[config.mk]
export PLATFORM = sky130hd
export DESIGN_NAME = rotate_cmd_issue
export DESIGN_NICKNAME = d
export VERILOG_FILES = /design/src/rtl/rotate_cmd_issue.sv
export SDC_FILE = /design/constraint.sdc
export NUM_CORES = 1
export LEC_CHECK = 0
export BUFFER_PORTS_ARGS = -buffer_cell sky130_fd_sc_hd__buf_2
export CORE_UTILIZATION = 48
export CTS_CLUSTER_SIZE = 40
export DETAILED_ROUTE_END_ITERATION = 6
export PLACE_DENSITY = 0.69
export SLEW_MARGIN = 20
export SYNTH_ARGS = -nofsm -noshare
export SYNTH_HDL_FRONTEND = slang
export SYNTH_HIERARCHICAL = 1
export SYNTH_SLANG_ARGS = --single-unit
export TNS_END_PERCENT = 1
[constraint.sdc]
create_clock -name clk -period 2.6 [get_ports clk]
set_input_delay 0.13 -clock clk [delete_from_list [all_inputs] [get_ports clk]]
set_output_delay 0.13 -clock clk [all_outputs]
set_load 0.02 [all_outputs]
[src/rtl/rotate_cmd_issue.sv]
// rotate_cmd_issue: FIFO-buffered rotate command stage with a registered
// valid/ready result. The FIFO head is rotated combinationally and captured
// into the result register when that register is free or being drained.

module barrel_shifter_multi_rev (
  input  logic [7:0] data_in,
  input  logic [2:0] amt,
  input  logic       dir_lr,
  output logic [7:0] data_out
);

  logic [7:0] s1;
  logic [7:0] s2;

  // Three log stages (1, 2, 4 positions); dir_lr picks left or right per stage
  always_comb begin
    s1 = data_in;
    s2 = data_in;
    data_out = data_in;
    if (amt[0]) s1 = dir_lr ? {data_in[6:0], data_in[7]} : {data_in[0], data_in[7:1]};
    else        s1 = data_in;
    if (amt[1]) s2 = dir_lr ? {s1[5:0], s1[7:6]} : {s1[1:0], s1[7:2]};
    else        s2 = s1;
    if (amt[2]) data_out = {s2[3:0], s2[7:4]};
    else        data_out = s2;
  end

endmodule

module rotate_cmd_issue #(
  parameter int unsigned FIFO_DEPTH = 4
) (
  input  logic                          clk,
  input  logic                          rst_n,
  input  logic                          flush,
  input  logic                          cmd_valid,
  output logic                          cmd_ready,
  input  logic [7:0]                    cmd_data,
  input  logic [2:0]                    cmd_amt,
  input  logic                          cmd_dir,
  output logic                          res_valid,
  input  logic                          res_ready,
  output logic [7:0]                    res_data,
  output logic [$clog2(FIFO_DEPTH):0]   fill_level
);

  localparam int unsigned AW = $clog2(FIFO_DEPTH);
  localparam int unsigned CW = AW + 1;
  localparam logic [CW-1:0] FULL_CNT = CW'(FIFO_DEPTH);

  logic [11:0]   mem [FIFO_DEPTH];
  logic [AW-1:0] wr_ptr;
  logic [AW-1:0] rd_ptr;
  logic [CW-1:0] count;
  logic          push;
  logic          issue;
  logic [11:0]   head;
  logic [7:0]    rot_out;

  assign head       = mem[rd_ptr];
  assign cmd_ready  = (count != FULL_CNT);
  assign fill_level = count;

  // Handshake decode; both terms depend only on registered state and inputs
  always_comb begin
    push  = cmd_valid && cmd_ready;
    issue = (count != '0) && (!res_valid || res_ready);
  end

  barrel_shifter_multi_rev u_rot (
    .data_in  (head[7:0]),
    .amt      (head[10:8]),
    .dir_lr   (head[11]),
    .data_out (rot_out)
  );

  // Command storage: entry = {dir, amt, data}; not reset, validity tracked by count
  always_ff @(posedge clk) begin
    if (push && !flush) mem[wr_ptr] <= {cmd_dir, cmd_amt, cmd_data};
  end

  // Pointers, occupancy and result register; flush overrides push/issue/drain
  always_ff @(posedge clk or negedge rst_n) begin
    if (!rst_n) begin
      wr_ptr    <= '0;
      rd_ptr    <= '0;
      count     <= '0;
      res_valid <= 1'b0;
      res_data  <= '0;
    end else if (flush) begin
      wr_ptr    <= '0;
      rd_ptr    <= '0;
      count     <= '0;
      res_valid <= 1'b0;
    end else begin
      if (push)  wr_ptr <= wr_ptr + 1'b1;
      if (issue) rd_ptr <= rd_ptr + 1'b1;
      if (push && !issue)      count <= count + 1'b1;
      else if (!push && issue) count <= count - 1'b1;
      if (issue) begin
        res_valid <= 1'b1;
        res_data  <= rot_out;
      end else if (res_ready) begin
        res_valid <= 1'b0;
      end
    end
  end

endmodule

======== After elaboration in Yosys (flattened, before gate mapping) ========
Memory sizes are Yosys's and may differ from the RTL's.
Cells that the tools add are included.
storage, ports and cells
  output and inout port bits .............. 13
  word-level logic and storage cells ...... 45
  input port bits ......................... 17
  flip-flop bits (word level) ............. 16
  bits in latches ......................... 0
  ROM bits ................................ 0
  memories kept ........................... 1
  memory bits (writable) .................. 48
cells by class
  div/mod/pow operators ................... 0
  shifts and indexed selects .............. 0
  $add $sub $neg .......................... 4
  reductions and logical operators ........ 16
  multiply operators ...................... 0
  bitwise operators ....................... 1
  order comparisons ....................... 0
  mux-type cells .......................... 17
  eq/ne operators ......................... 1
memory list
  memory  words  bits a word  read ports  clocked after Yosys merged registers in  wr ports  RTL line  RTL
  mem     4      12           1           0                                        1         51        logic [11:0] mem [FIFO_DEPTH];
operators with widths
  operator                                          count
  two-way mux 8 bit                                 5
  two-way mux 3 bit                                 3
  nonzero test 3 bit                                3
  two-way mux 2 bit                                 4
  logical AND 1 bit                                 5
  two-way mux 1 bit                                 5
  adder 2 x 1 -> 2 bit, second input constant       2
  zero test 1 bit                                   4
  nonzero test 2 bit                                2
  adder 3 x 1 -> 3 bit, second input constant       1
  inequality test 3 bit, second input constant      1
  subtractor 3 x 1 -> 3 bit, second input constant  1
  AND reduction 2 bit                               1
  logical OR 1 bit                                  1
  inverter 1 bit                                    1

======== Longest topological paths before layout ========
Gate-level depths: netlist of run 1.
  depth in word-level cells ............... 7
  depth in mapped cells ................... 10

======== Modules after synthesis ========
The synthesis of run 1 kept the hierarchy.
modules (own cells, without submodules)
  module                    cells an instance  seq. area each (um2)  times used  area each (um2)
  rotate_cmd_issue          138                1841.8                1           2571.2
  barrel_shifter_multi_rev  109                0.0                   1           764.5

======== Worst setup path before layout of run 1 ========
No wires, ideal clock.
  path type ............................... reg2reg
  start point ............................. register rd_ptr[0]
  end point ............................... register res_data[6]
  setup time .............................. 0.125 ns
  cell stages (with the launch flop) ...... 10
  period minus slack after synthesis ...... 2.537 ns
  path buffers ............................ 3
  path slack .............................. 0.063 ns
  arrival ................................. 2.412 ns
  data required time ...................... 2.475 ns
  cells stage by stage .................... dfrtp_1 clkbuf_1 buf_2 mux4_2 clkbuf_1 nor2_1 a21oi_1 a211oi_1 a31oi_1 mux2_2
RTL lines
  what                    RTL line  RTL
  start, declared         53        logic [AW-1:0] rd_ptr;
  start signal, assigned  97        if (issue) rd_ptr <= rd_ptr + 1'b1;
  memory (4 x 12 bit) *   -
  via head[8]             57        logic [11:0] head;
  two-way mux 8 bit *     20        if (amt[0]) s1 = dir_lr ? {data_in[6:0], data_in[7]} : {data_in[0], data_in[7:1]};
  two-way mux 8 bit       22        if (amt[1]) s2 = dir_lr ? {s1[5:0], s1[7:6]} : {s1[1:0], s1[7:2]};
  two-way mux 8 bit *     22
  two-way mux 8 bit *     24        if (amt[2]) data_out = {s2[3:0], s2[7:4]};
  via rot_out[6]          58        logic [7:0] rot_out;
  end signal, assigned    102       res_data <= rot_out;
  end, declared           43        output logic [7:0] res_data,
Mark *: on every way through the listed nets, which the timed path passes. The rest lies on a longest branch.
A chain may end at the register's enable or synchronous reset.

======== Final worst setup path of run 1 ========
  start point ............................. register rd_ptr[0]
  end point ............................... register res_data[6]
RTL lines
  what                 RTL line
  memory (4 x 12 bit)  -
  via head[10]         57
  two-way mux 8 bit    24
  via rot_out[6]       58
The timed path passes the listed nets, and every way through them passes these cells.

==> impl_metrics.py, run 1 <==
metrics = {
    "floorplan": {
        "rows": 30,
        "die_w_um": 85.36,
        "dieArea_um2": 7286,
        "coreArea_um2": 6756,
        "start_util_pct": 49.37,
        "die_height_um": 85.36,
        "ioPinCount": 30,
    },
    "timing": {
        "max_freq_mhz": 409.1,
        "finalCriticalPeriod_ns": 2.445,
        "rsz0062_at_grt": "no",
        "drv_slew": 0,
        "slew_headroom_pct": 58.62,
        "setup_tns_ns": 0,
        "finalSetupViolations": 0,
        "timing.final.hold_violations": 0,
        "period_share_pct": 94.02,
        "finClkSkew_ns": 0.008616,
        "tightestPinTransition_ns": 0.6206,
    },
    "clocking": {
        "clockBufferDepth": 2,
        "insertion_delay_ns": 0.33,
        "cts_sinks": 64,
        "numCtsBuffers": 9,
        "cts_tree": "yes",
        "root_buffer": "clkbuf_8",
        "path_clk_slew_ns": 0.07,
        "h-tree-depth": 3,
        "ctsResizeCount": 0,
    },
    "synthesis": {
        "synth_fa_ha_area_share_pct": 2.101,
        "synth_mux_area_share_pct": 18.98,
        "synth_xor_area_share_pct": 2.363,
        "ys_seq_area_share_pct": 55.21,
        "synthArstFlopShare_pct": 25.00,
        "netlist_area_um2": 3336,
        "synth_top_family_by_area": "multiplexers",
        "synthCells": 247,
        "syn_avg_cell_area_um2": 13.50,
        "yosysTopAreaCell": "edfxtp_1",
        "synth_top_area_share_pct": 43.21,
        "synth-simple-area-share_pct": 7.727,
        "synth_flop_cell": "edfxtp_1",
        "ys_types": 37,
        "synth-compound-area-share_pct": 9.827,
        "ys_ff_latch": 64,
        "synth-warning-count": 6,
        "synth.area.top_cells": "edfxtp_1, dfrtp_1, mux4_2, mux2i_1, mux2_2",
        "synth_edf_count": 48,
        "synth_fp_nets": 269,
    },
    "route": {
        "antenna_left": 0,
        "drt_iter0_markers": 93,
        "vias": 2112,
        "viasPerCell": 5.708,
        "wl_per_cell_um": 17.68,
        "wirelength_um": 6540,
        "drc": 0,
        "first_pass_iters": 4,
    },
    "layout": {
        "fin_area_um2": 3812,
        "stdcell_count": 370,
        "antennaDiodeCount": 0,
        "nNetsFinal": 308,
        "layout_common_cells": "edfxtp_1, buf_2, nand2_1, mux2i_1, nor2_1",
        "syn_to_final_growth_pct": 14.29,
        "layout_commonest_cell": "edfxtp_1",
        "nFillCells": 551,
        "drive_gt1_share_pct": 28.28,
    },
    "status": {
        "outcome": "complete, no violations",
    },
    "grt": {
        "grt.overflow.total": 0,
        "grt_first_pass_wirelength_um": 10670,
        "grt_pass1_vias": 2102,
        "grt_max_degree": 25,
        "antenna_found_initial": 0,
        "track_usage_pct": 19.81,
    },
    "power": {
        "power_mw": 4.262,
        "ir_worst_vdd_mv": 0.7222,
        "power_density_nw_per_um2": 1118,
        "p_leak_nw": 1.464,
    },
    "worst_setup_path": {
        "path_max_fanout": 24,
        "required_ns": 2.82,
        "path_class": "flop to flop",
        "cp-start-kind": "flop",
        "crit_path_end_kind": "flop",
        "worstPathArrival_ns": 2.67,
        "r2r_cells": 8,
    },
    "placed_design": {
        "portBuffers": 29,
        "dp_hpwl_um": 4471,
        "placed_area_um2": 3546,
        "place.gp.congestion": 0.7563,
        "dp_cells": 348,
    },
    "worst_hold_path": {
        "worst_hold_path.num_cells": 1,
        "hp-class": "input pin to flop",
    },
    "job": {
        "max_cap_violations": 0,
    },
}
-- report_power, final --
group          total (mW)  switching (mW)  internal [mW]  leakage, nW
clock               0.811           0.373          0.437       0.0900
combinational        2.12            1.20          0.917        0.741
sequential           1.34          0.0843           1.25        0.634
-- synth_stat cells (all sizes together) (3+ instances only) --
cell	count
edfxtp	48
nand2	27
mux2i	25
nor2	19
a211oi	16
dfrtp	16
mux4	12
a21oi	11
buf	11
mux2	10
a21o	8
a31oi	8
clkbuf	5
inv	5
and2	4
ha	4
nand3	4
xnor2	3
xor2	3
-- worst max-delay path, stage by stage, from the launching register on --
cell	delay, ns
dfrtp_1	0.44
buf_12	0.17
mux4_2	0.60
buf_4	0.28
mux2i_1	0.24
mux2i_1	0.12
nand2_1	0.08
a31oi_1	0.10
mux2_2	0.29
-- cell families after synthesis --
| kind of cell | after synthesis |
|---|---|
| buffers and inverters | 21 |
| adder cells (fa/ha/maj) | 5 |
| AND/OR/NAND/NOR | 58 |
| flip-flops | 64 |
| XOR/XNOR | 6 |
| multiplexers | 47 |
| AO/OA/AOI/OAI | 46 |
-- state kept, by name, summed over array words and instances, names as in the netlist --
name / count
mem: 48
res_data: 8
fill_level: 3
rd_ptr: 2
wr_ptr: 2
res_valid: 1
-- layout make-up --
| type | count | area (um2) | area share, % |
|---|---|---|---|
| Tap cell | 80 | 100.1 | 2.626 |
| Clock buffer | 10 | 127.6 | 3.348 |
| Multi-Input combinational cell | 162 | 1368 | 35.87 |
| Inverter | 5 | 18.77 | 0.4923 |
| Timing Repair Buffer | 44 | 297.8 | 7.811 |
| Sequential cell | 64 | 1842 | 48.31 |
| Clock inverter | 5 | 58.81 | 1.542 |
-- repair_timing --
| action | 4_1_cts | 5_1_grt |
|---|---|---|
| hold buffers | 6 | 0 |
| setup endpoints to repair | 0 | 2 |
| endpoints found under the hold margin | 29 | 0 |
| buffers inserted | 0 | 1 |
-- stage by stage --
| stage | hold slack (ns) | util (%) | setup slack [ns] |
|---|---|---|---|
| final | 0.01975 | 56.43 | 0.1554 |
| after global routing | 0.0006576 | 56.43 | 0.01113 |
| after CTS | 0.002257 | 56.13 | 0.1462 |
| after detailed placement | 0.08167 | 52.48 | 0.1666 |
| after global placement | 0.08108 | 52.48 | 0.2059 |
| after floorplan | -0.1656 | - | 0.06292 |
-- worst paths after layout --
check / from / to / slack, ns
max: rd_ptr[0] / res_data[6] / 0.16
min: cmd_amt[1] / mem[2][9] / 0.02
max reg2reg: rd_ptr[0] / res_data[6] / 0.16
min reg2reg: res_data[1] / res_data[1] / 0.50
max in group asynchronous: rst_n / res_data[0] / 2.05
min in group asynchronous: rst_n / res_data[6] / 0.27
-- per-layer routing --
| metal | GRT usage [%] | wire length [um] |
|---|---|---|
| met1 | 25.96 | 2971 |
| met2 | 32.26 | 3347 |
| met3 | 5.837 | 162 |
| met4 | 5.758 | 59 |
| met5 | 0 | 0 |
(Power assumes the default switching activity.)
==> inputs of run 2 (changes only) <==
- CELL_PAD_IN_SITES_DETAIL_PLACEMENT: not set -> 1
- CELL_PAD_IN_SITES_GLOBAL_PLACEMENT: not set -> 1
- CORE_UTILIZATION: 48 -> 44
- PLACE_DENSITY: 0.69 -> not set
- PLACE_DENSITY_LB_ADDON: not set -> 0.1
==> impl_metrics.py, run 2 (synthesis gave the netlist of run 1 again) <==
metrics = {
    "floorplan": {
        "ioPinCount": 30,
        "rows": 31,
        "dieArea_um2": 7933,
        "die_w_um": 89.07,
        "coreArea_um2": 7292,
        "start_util_pct": 45.74,
        "die_height_um": 89.07,
    },
    "worst_setup_path": {
        "rrSetupSlack_ns": 0.14,
        "path_max_fanout": 15,
        "cp-startpoint": "rd_ptr[0]",
        "required_ns": 2.81,
        "r2r_cells": 6,
        "path_class": "flop to flop",
        "worstPathArrival_ns": 2.67,
        "rr_startpoint": "rd_ptr[0]",
        "crit_path_end_kind": "flop",
        "rr_endpoint": "res_data[7]",
        "critPathCapture": "res_data[7]",
        "cp-start-kind": "flop",
    },
    "route": {
        "viasPerCell": 5.433,
        "first_pass_iters": 4,
        "drt_iter0_markers": 122,
        "antenna_left": 0,
        "wirelength_um": 7121,
        "drc": 0,
        "wl_per_cell_um": 18.35,
        "vias": 2108,
    },
    "layout": {
        "layout_common_cells": "edfxtp_1, buf_2, nand2_1, mux2i_1, nor2_1",
        "largest_register_ffs": 48,
        "layout_commonest_cell": "edfxtp_1",
        "antennaDiodeCount": 0,
        "nFillCells": 777,
        "syn_to_final_growth_pct": 14.93,
        "largest_register": "mem",
        "drive_gt1_share_pct": 29.41,
        "nNetsFinal": 307,
    },
    "timing": {
        "slew_headroom_pct": 56.02,
        "period_share_pct": 94.60,
        "max_freq_mhz": 406.6,
        "timing.final.hold_violations": 0,
        "rsz0062_at_grt": "yes",
        "tightestPinTransition_ns": 0.6597,
        "fin_hold_ws_ns": 0.02115,
        "finalCriticalPeriod_ns": 2.460,
        "finClkSkew_ns": 0.01143,
        "drv_slew": 0,
        "finalSetupViolations": 0,
    },
    "power": {
        "p_leak_nw": 1.467,
        "ir_worst_vdd_mv": 0.5569,
        "power_mw": 4.319,
        "power_density_nw_per_um2": 1127,
    },
    "clocking": {
        "clockBufferDepth": 2,
        "post-cts-setup-buffer-count": 0,
        "root_buffer": "clkbuf_8",
        "cts_tree": "yes",
        "path_clk_slew_ns": 0.07,
        "h-tree-depth": 3,
        "insertion_delay_ns": 0.33,
        "numCtsBuffers": 9,
        "cts_sinks": 64,
    },
    "placed_design": {
        "place.gp.congestion": 0.7329,
        "dp_hpwl_um": 4926,
        "portBuffers": 29,
    },
    "job": {
        "max_cap_violations": 0,
    },
    "worst_hold_path": {
        "hp-class": "input pin to flop",
    },
    "grt": {
        "grt.overflow.total": 0,
        "grt_first_pass_wirelength_um": 11650,
        "grt_max_degree": 25,
        "track_usage_pct": 20.42,
        "grt_pass1_vias": 2241,
        "antenna_found_initial": 0,
    },
    "status": {
        "outcome": "complete, no violations",
    },
}
[run 2: stage by stage]
step                setup WS [ns]  util (%)    TNS, ns  instance area [um2]  cells
finish                     0.1403     52.57          0                 3834    388
global route            -0.003072     52.57  -0.004708                 3834    388
CTS                        0.1070     52.42          0                 3822    388
detailed placement         0.1141     49.33          0                 3597    369
global placement           0.1294     49.33          0                 3597    369
floorplan                 0.06292         -          0                 3336    247
[run 2: timing repair]
item                       4_1_cts  5_1_grt
hold buffers                     4        0
gates resized for setup          0        1
setup endpoints to repair        0        2
hold endpoints to repair        25        0
[run 2: per-layer routing]
layer	routed length (um)	GRT usage (%)	vias up	part of all wire [%]
met5	0	0	-	0
met3	210	4.986	2	2.9
met2	3663	33.64	29	51
li1	-	-	1012	-
met4	31	6.349	0	0.44
met1	3215	26.91	1065	45
[run 2: cell type report]
class                   count  area (um2)  share of cell area, %
well taps                  99       123.9                  3.231
inverters                   5       18.77                 0.4896
clock inverters             6       61.31                  1.599
flip-flops and latches     64        1842                  48.04
multi-input cells         162        1379                  35.97
clock buffers               9       123.9                  3.231
repair buffers             43       285.3                  7.441
[run 2: worst min path at each step]
stage                      startpoint       endpoint  slack (ns)  cells past startpoint
after floorplan                 rst_n  fill_level[0]       -0.17                      0
after global placement          rst_n    res_data[2]        0.07                      1
after detailed placement        rst_n    res_data[2]        0.08                      1
after CTS                  cmd_amt[2]     mem[1][10]      0.0007                      1
after global routing      cmd_data[4]      mem[2][4]       0.002                      1
final                     cmd_data[3]      mem[3][3]        0.02                      1
[run 2: critical path: stages (launching register included)]
cell      delay [ns]
dfrtp_1         0.42
mux4_2          0.82
mux2i_1         0.31
a21oi_1         0.10
a211oi_1        0.34
a31oi_1         0.08
mux2_2          0.28
[run 2: power by group]
part | switching [mW] | total, mW | leakage, nW | internal, mW
registers | 0.0787 | 1.33 | 0.634 | 1.25
clock network | 0.373 | 0.806 | 0.0948 | 0.433
logic | 1.25 | 2.18 | 0.738 | 0.935
